### src/rtl/eth_tx_framer_if.sv
//------------------------------------------------------------------------------
// eth_tx_framer_if
//   Dibit stream between the pixel/address serializer and the Ethernet TX
//   framer.
//
//   axiiv  : dibit valid, driven by the serializer
//   axiid  : dibit value; axiid[0] is the earlier bit on the wire
//   stall  : backpressure from the framer while a frame is being finished
//
//   master : serializer side
//   slave  : framer side
//------------------------------------------------------------------------------
`timescale 1ns/1ps

interface eth_tx_framer_if;
   logic       axiiv;
   logic [1:0] axiid;
   logic       stall;

   modport master (output axiiv, output axiid, input  stall);
   modport slave  (input  axiiv, input  axiid, output stall);
endinterface

### src/rtl/eth_tx_framer.sv
//------------------------------------------------------------------------------
// eth_tx_framer
//   Wraps each contiguous valid dibit burst from the serializer in an Ethernet
//   frame and drives the RMII transmit pins:
//     preamble + SFD (32 dibits), payload delayed by 32 cycles, zero pad up to
//     MIN_PAYLOAD_BYTES, CRC-32 FCS (16 dibits), then IFG_CYCLES of idle.
//
// Ports
//   clk        : RMII 50 MHz reference clock
//   rst        : asynchronous, active-low reset
//   up         : serializer stream (axiiv/axiid in, stall out)
//   txen       : RMII TX_EN
//   txd        : RMII TXD, txd[0] is the earlier bit
//   frame_done : one-cycle pulse on the last FCS dibit
//   frame_err  : one-cycle pulse when capture is cut at MAX_PAYLOAD_BYTES
//
// All outputs are registered. MIN_PAYLOAD_BYTES must not exceed
// MAX_PAYLOAD_BYTES, since the output byte counter saturates at the maximum.
//------------------------------------------------------------------------------
`timescale 1ns/1ps

module eth_tx_framer #(
   parameter int MIN_PAYLOAD_BYTES = 60,
   parameter int MAX_PAYLOAD_BYTES = 1500,
   parameter int IFG_CYCLES        = 48
) (
   input  logic                 clk,
   input  logic                 rst,
   eth_tx_framer_if.slave       up,
   output logic                 txen,
   output logic [1:0]           txd,
   output logic                 frame_done,
   output logic                 frame_err
);

   localparam int          DL_DEPTH  = 32;
   localparam logic [31:0] CRC_POLY  = 32'hEDB88320;
   localparam logic [31:0] CRC_INIT  = 32'hFFFF_FFFF;
   localparam int          PHASE_MAX = (IFG_CYCLES > 32) ? IFG_CYCLES : 32;
   localparam int          CNT_W     = $clog2(PHASE_MAX + 1);

   localparam logic [10:0]      MAX_BYTES    = 11'(MAX_PAYLOAD_BYTES);
   localparam logic [10:0]      MAX_BYTES_M1 = 11'(MAX_PAYLOAD_BYTES - 1);
   localparam logic [CNT_W-1:0] PRE_LAST     = CNT_W'(31);
   localparam logic [CNT_W-1:0] PRE_DONE     = CNT_W'(32);
   localparam logic [CNT_W-1:0] FCS_LAST     = CNT_W'(15);
   localparam logic [CNT_W-1:0] FCS_DONE     = CNT_W'(16);
   localparam logic [CNT_W-1:0] IFG_DONE     = CNT_W'(IFG_CYCLES);

   typedef enum logic [2:0] {IDLE, PREAMBLE, DATA, PAD, FCS, IFG} state_t;
   typedef enum logic [1:0] {EMIT_DATA, EMIT_PAD, EMIT_FCS} emit_t;

   state_t             state;
   logic [CNT_W-1:0]   phase_cnt;   // dibits/cycles spent in PREAMBLE, FCS, IFG
   logic               capturing;
   logic [1:0]         dl_data [DL_DEPTH];
   logic [DL_DEPTH-1:0] dl_vld;
   logic [1:0]         cap_dibit;
   logic [10:0]        cap_bytes;
   logic [1:0]         out_dibit;
   logic [10:0]        out_bytes;
   logic [31:0]        crc;
   logic               stall_q;

   logic               take;
   logic               cap_last;
   logic               pad_needed;
   logic               pay_step;
   emit_t              emit_sel;
   logic [1:0]         pay_dibit;

   assign up.stall = stall_q;

   // Reflected CRC-32 advanced by one dibit, bit 0 first.
   function automatic logic [31:0] crc_dibit(input logic [31:0] c, input logic [1:0] d);
      logic [31:0] r;
      r = c;
      // NOTE: blocking assignments inside a function are evaluated in order,
      // which is exactly the bit-serial recurrence wanted here.
      for (int i = 0; i < 2; i++) begin
         r = (r[0] ^ d[i]) ? ((r >> 1) ^ CRC_POLY) : (r >> 1);
      end
      return r;
   endfunction

   always_comb begin
      // NOTE: every output of this block gets a default first, so no path can
      // leave a value unassigned and infer a latch.
      take       = 1'b0;
      cap_last   = 1'b0;
      pad_needed = 1'b0;
      pay_step   = 1'b0;
      emit_sel   = EMIT_FCS;
      pay_dibit  = 2'b00;

      // A frame always starts on a valid cycle in IDLE; afterwards only an
      // unbroken run of valid cycles is accepted.
      if (state == IDLE) take = up.axiiv;
      else               take = capturing && up.axiiv;

      cap_last = take && (cap_dibit == 2'd3) && (cap_bytes == MAX_BYTES_M1);

      pad_needed = (out_dibit != 2'd0) || (int'(out_bytes) < MIN_PAYLOAD_BYTES);

      // The delay line is filled contiguously from the first dibit, so an
      // invalid tail can only be seen once capture has ended.
      if (dl_vld[DL_DEPTH-1]) begin
         emit_sel  = EMIT_DATA;
         pay_dibit = dl_data[DL_DEPTH-1];
      end else if (pad_needed) begin
         emit_sel  = EMIT_PAD;
      end

      pay_step = ((state == PREAMBLE) && (phase_cnt == PRE_DONE)) ||
                 (state == DATA) || (state == PAD);
   end

   always_ff @(posedge clk or negedge rst) begin
      if (!rst) begin
         state      <= IDLE;
         phase_cnt  <= '0;
         capturing  <= 1'b0;
         dl_vld     <= '0;
         // NOTE: the delay line is a shift register, not a RAM, so clearing
         // it on reset costs nothing and keeps txd deterministic.
         for (int i = 0; i < DL_DEPTH; i++) dl_data[i] <= 2'b00;
         cap_dibit  <= '0;
         cap_bytes  <= '0;
         out_dibit  <= '0;
         out_bytes  <= '0;
         crc        <= CRC_INIT;
         stall_q    <= 1'b0;
         txen       <= 1'b0;
         txd        <= 2'b00;
         frame_done <= 1'b0;
         frame_err  <= 1'b0;
      end else begin
         frame_done <= 1'b0;
         frame_err  <= 1'b0;

         // ---------------- capture side ----------------
         dl_vld     <= {dl_vld[DL_DEPTH-2:0], take};
         dl_data[0] <= take ? up.axiid : 2'b00;
         for (int i = 1; i < DL_DEPTH; i++) dl_data[i] <= dl_data[i-1];

         if (take) begin
            cap_dibit <= cap_dibit + 2'd1;
            if ((cap_dibit == 2'd3) && (cap_bytes != MAX_BYTES))
               cap_bytes <= cap_bytes + 11'd1;
         end

         if (state == IDLE) begin
            capturing <= up.axiiv;
         end else if (capturing && (!up.axiiv || cap_last)) begin
            capturing <= 1'b0;
            stall_q   <= 1'b1;
            frame_err <= cap_last;
         end

         // ---------------- output side ----------------
         if (pay_step) begin
            if (emit_sel == EMIT_FCS) begin
               state     <= FCS;
               txd       <= ~crc[1:0];
               crc       <= crc >> 2;
               phase_cnt <= CNT_W'(1);
            end else begin
               state     <= (emit_sel == EMIT_DATA) ? DATA : PAD;
               txd       <= pay_dibit;
               crc       <= crc_dibit(crc, pay_dibit);
               out_dibit <= out_dibit + 2'd1;
               if ((out_dibit == 2'd3) && (out_bytes != MAX_BYTES))
                  out_bytes <= out_bytes + 11'd1;
            end
         end else begin
            case (state)
               IDLE: begin
                  if (up.axiiv) begin
                     state     <= PREAMBLE;
                     txen      <= 1'b1;
                     txd       <= 2'b01;
                     phase_cnt <= CNT_W'(1);
                  end
               end
               PREAMBLE: begin
                  // 31 x 01 then the closing 11 of the SFD.
                  txd       <= (phase_cnt == PRE_LAST) ? 2'b11 : 2'b01;
                  phase_cnt <= phase_cnt + 1'b1;
               end
               FCS: begin
                  if (phase_cnt == FCS_DONE) begin
                     state     <= IFG;
                     txen      <= 1'b0;
                     txd       <= 2'b00;
                     phase_cnt <= CNT_W'(1);
                  end else begin
                     // crc is shifted as it is sent, so bits [1:0] are always next.
                     txd        <= ~crc[1:0];
                     crc        <= crc >> 2;
                     phase_cnt  <= phase_cnt + 1'b1;
                     frame_done <= (phase_cnt == FCS_LAST);
                  end
               end
               IFG: begin
                  if (phase_cnt == IFG_DONE) begin
                     state     <= IDLE;
                     stall_q   <= 1'b0;
                     crc       <= CRC_INIT;
                     phase_cnt <= '0;
                     cap_dibit <= '0;
                     cap_bytes <= '0;
                     out_dibit <= '0;
                     out_bytes <= '0;
                  end else begin
                     phase_cnt <= phase_cnt + 1'b1;
                  end
               end
               default: state <= IDLE;
            endcase
         end
      end
   end

endmodule

### src/flat_wrapper.sv
// flat-port wrapper written by rule: the top's interface ports become plain ports
module eth_tx_framer_flat 
#(
   parameter int MIN_PAYLOAD_BYTES = 60,
   parameter int MAX_PAYLOAD_BYTES = 1500,
   parameter int IFG_CYCLES        = 48
)
  (clk, rst, txen, txd, frame_done, frame_err, up_axiiv, up_axiid, up_stall);
  eth_tx_framer_if up_i ();
  input  logic clk;
  input  logic rst;
  output logic txen;
  output logic [1:0] txd;
  output logic frame_done;
  output logic frame_err;
  input wire logic [$bits(up_i.axiiv)-1:0] up_axiiv;
  input wire logic [$bits(up_i.axiid)-1:0] up_axiid;
  output wire logic [$bits(up_i.stall)-1:0] up_stall;
  assign up_i.axiiv = up_axiiv;
  assign up_i.axiid = up_axiid;
  assign up_stall = up_i.stall;
  eth_tx_framer #(.MIN_PAYLOAD_BYTES(MIN_PAYLOAD_BYTES), .MAX_PAYLOAD_BYTES(MAX_PAYLOAD_BYTES), .IFG_CYCLES(IFG_CYCLES)) u_core (.clk(clk), .rst(rst), .up(up_i), .txen(txen), .txd(txd), .frame_done(frame_done), .frame_err(frame_err));
endmodule
### config.mk
export PLATFORM = sky130hd
export DESIGN_NAME = eth_tx_framer_flat
export DESIGN_NICKNAME = d
export VERILOG_FILES = /design/src/rtl/eth_tx_framer_if.sv /design/src/rtl/eth_tx_framer.sv /design/src/flat_wrapper.sv
export SDC_FILE = /design/constraint.sdc
export NUM_CORES = 1
export LEC_CHECK = 0
export CAP_MARGIN = 0
export CELL_PAD_IN_SITES_DETAIL_PLACEMENT = 1
export CELL_PAD_IN_SITES_GLOBAL_PLACEMENT = 1
export CORE_ASPECT_RATIO = 0.75
export CORE_MARGIN = 2
export CORE_UTILIZATION = 40
export DETAILED_ROUTE_END_ITERATION = 10
export GPL_ROUTABILITY_DRIVEN = 0
export GPL_TIMING_DRIVEN = 0
export PLACE_DENSITY = 0.71
export SKIP_CTS_REPAIR_TIMING = 1
export SKIP_LAST_GASP = 1
export SYNTH_ARGS = -nofsm -noshare
export SYNTH_HDL_FRONTEND = slang
export SYNTH_SLANG_ARGS = --single-unit
### constraint.sdc
create_clock -name clk -period 4.9 [get_ports clk]
set_input_delay 0.98 -clock clk [delete_from_list [all_inputs] [get_ports clk]]
set_output_delay 0.98 -clock clk [all_outputs]
set_load 0.02 [all_outputs]
==> impl_metrics.env <==
export IMPL_status="finished clean"
export IMPL_dp_hpwl_mm=8.582
export IMPL_setup_viol=0
export IMPL_cp_end_kind="register"
export IMPL_vdd_drop_max_uv=240.2
export IMPL_cts_made_buffers=17
export IMPL_synth_edf_count=0
export IMPL_drcViolationCount=0
export IMPL_final_nets=564
export IMPL_vias_per_cell=5.375
export IMPL_tns_ns=0
export IMPL_layout_commonest_cell="dfrtp_1"
export IMPL_dieArea_um2=17110
export IMPL_rsz0062_at_grt="false"
export IMPL_leakage_nw=3.356
export IMPL_path_class="reg2reg"
export IMPL_timing_final_crit_share_pct=59.08
export IMPL_tightest_slew_ns=1.001
export IMPL_power_mw=2.784
export IMPL_finalCriticalPeriod_ns=2.895
export IMPL_synth_cell_types=63
export IMPL_dieHeight_um=113.8
export IMPL_clkSlewWorstSetupHoldPaths_ns=0.07
export IMPL_skew_ns=0.009334
export IMPL_grt_overflow=0
export IMPL_final_cell_area_um2=7438
export IMPL_track_usage_pct=16.95
export IMPL_diodes=0
export IMPL_io_buffers=10
export IMPL_drt_iter0_drc=182
export IMPL_placed_area_um2=6823
export IMPL_antenna_found_initial=1
export IMPL_yosys_warnings=0
export IMPL_hp_class="reg2reg"
export IMPL_cts_tree="yes"
export IMPL_syn_area_per_cell_um2=12.36
export IMPL_ant_nets=0
export IMPL_wl_per_cell_um=17.19
export IMPL_drt_wl_total_mm=13.29
export IMPL_worst_setup_path_start_kind="register"
export IMPL_cts_sinks=170
export IMPL_clk_latency_ns=0.43
export IMPL_max_slew_margin_rel_pct=32.75
export IMPL_max_cap_violations=0
export IMPL_clock_path_buffers=2
export IMPL_hold_viol=0
export IMPL_cp_arrival_ns=3.26
export IMPL_layout_common_cells="dfrtp_1 (138), nand2_1 (49), nor2_1 (37)"
export IMPL_synthesis_nets=534
export IMPL_seq_area_frac_synth_pct=66.81
export IMPL_initial_core_util_pct=40.51
export IMPL_grt_pass1_wl_mm=22.52
export IMPL_cp_required_ns=5.26
export IMPL_htreeDepth=4
export IMPL_slew_viol_final=0
export IMPL_fin_util_pct=46.88
export IMPL_power_density_nw_per_um2=374.3
export IMPL_area_growth_pct=15.73
export IMPL_boundaryPins=11
export IMPL_synth_flop_cell="dfrtp_1"
export IMPL_synth_seq_cells=170
export IMPL_grt_max_degree=117
export IMPL_fp_row_count=40
export IMPL_root_buffer="clkbuf_16"
export IMPL_dpl_cell_count=741
export IMPL_crit_fanout=10
export IMPL_grt_pass1_vias=4448
export IMPL_synthCells=520
export IMPL_die_w_um=150.4
export IMPL_drive_above_1_share_pct=16.87
export IMPL_vias=4155
export IMPL_fmax_mhz=345.4
export IMPL_async_reset_ff_share_pct=100.0
export IMPL_netlist_area_um2=6427
export IMPL_drtPass1Iterations=4
export IMPL_core_area_um2=15870
export IMPL_instances_no_fill=773
[cell type report]
cell class | count | area [um2]
well taps | 210 | 262.8
clock buffers | 17 | 425.4
multi-input cells | 308 | 1953
fillers | 1663 | 8427
repair buffers | 11 | 132.6
clock inverters | 15 | 190.2
plain buffers | 25 | 116.4
flip-flops and latches | 170 | 4294
inverters | 17 | 63.81
[registers in the layout, summed over array words and instances (netlist names), 3 cells and up]
register	count
u_core.state	3
u_core.dl_data	64
u_core.dl_vld	32
u_core.phase_cnt	6
u_core.cap_bytes	11
u_core.crc	32
u_core.out_bytes	11
[path summary, 6_finish.rpt]
path / start / to / slack, ns / cells after the start
worst max register to register: u_core.phase_cnt[0]$_DFFE_PN0P_ / u_core.crc[0]$_DFFE_PN1P_ / 2.00 / 8
max in group asynchronous: rst / u_core.dl_data[8]$_DFF_PN0_ / 3.56 / 2
min in group asynchronous: rst / u_core.phase_cnt[3]$_DFFE_PN0P_ / 0.46 / 1
worst min-delay path: u_core.dl_data[9]$_DFF_PN0_ / u_core.dl_data[7]$_DFF_PN0_ / 0.34 / 0
worst min register to register: u_core.dl_data[9]$_DFF_PN0_ / u_core.dl_data[7]$_DFF_PN0_ / 0.34 / 0
worst max-delay path: u_core.phase_cnt[0]$_DFFE_PN0P_ / u_core.crc[0]$_DFFE_PN1P_ / 2.00 / 8
[synth_stat cells, types with 3 or more instances]
cell type  count  area [um2]
a31oi_1        6       37.54
dfrtp_1      138        3453
o221a_2       13       146.4
o21ai_0       26       130.1
a211oi_1       6       45.04
o211ai_1       4       30.03
o31ai_1        7       52.55
nand3_1       29       145.1
a21oi_1       16       80.08
nand2b_1       4       25.02
or4_1          6       45.04
o21a_1         3       22.52
ha_1           9       112.6
nor2_1        37       138.9
nand4_1        3       18.77
and4_1         3       26.28
clkbuf_1      18       67.56
nor3_1         4       20.02
and2_1         4       25.02
nand2_1       49       183.9
dfstp_2       32       840.8
xnor2_1       17       148.9
inv_1         16       60.06
or3_1          3       18.77
nor4_1        19       118.9
xor2_1         3       26.28
[per-stage QoR]
stage / hold WS [ns] / worst slack [ns]
after floorplan: 0.3312 / 2.608
after global placement: 0.3354 / -3.589
after detailed placement: 0.3355 / 1.881
after CTS: 0.3483 / 2.040
after global routing: 0.3552 / 1.782
final: 0.3442 / 2.005
[power breakdown]
part           switching [mW]  total, mW  internal (mW)
registers                   0       1.40           1.40
logic                  0.0270     0.0327        0.00579
clock network           0.651       1.35          0.697
[worst max-delay path, stage by stage (launching register included)]
cell and delay (ns):
dfrtp_1 0.41, inv_1 0.11, ha_1 0.24, nor4b_2 0.49, a41oi_2 0.43, o21ai_1 0.38, clkbuf_1 0.45, o21ai_0 0.21
nand2_1 0.11
[per-layer routing]
layer | share of wire [%] | up-vias | wire, um | GRT usage [%]
li1 | - | 1919 | - | -
met1 | 50 | 2169 | 6594 | 23.89
met2 | 47 | 54 | 6219 | 26.18
met3 | 2.8 | 13 | 369 | 4.200
met4 | 0.80 | 0 | 106 | 5.031
met5 | 0 | - | 0 | 0
[cells by family (layout without fill, tap and decap cells)]
kind of cell,count (synthesis),after routing,share of synthesized area [%]
xor+xnor,20,20,2.725
simple gates,175,175,14.04
fa+ha+maj,9,9,1.752
compound gates,102,102,11.54
buf+inv,42,85,2.803
flops,170,170,66.81
mux,2,2,0.3309
Power figures use the tool's default switching activity.
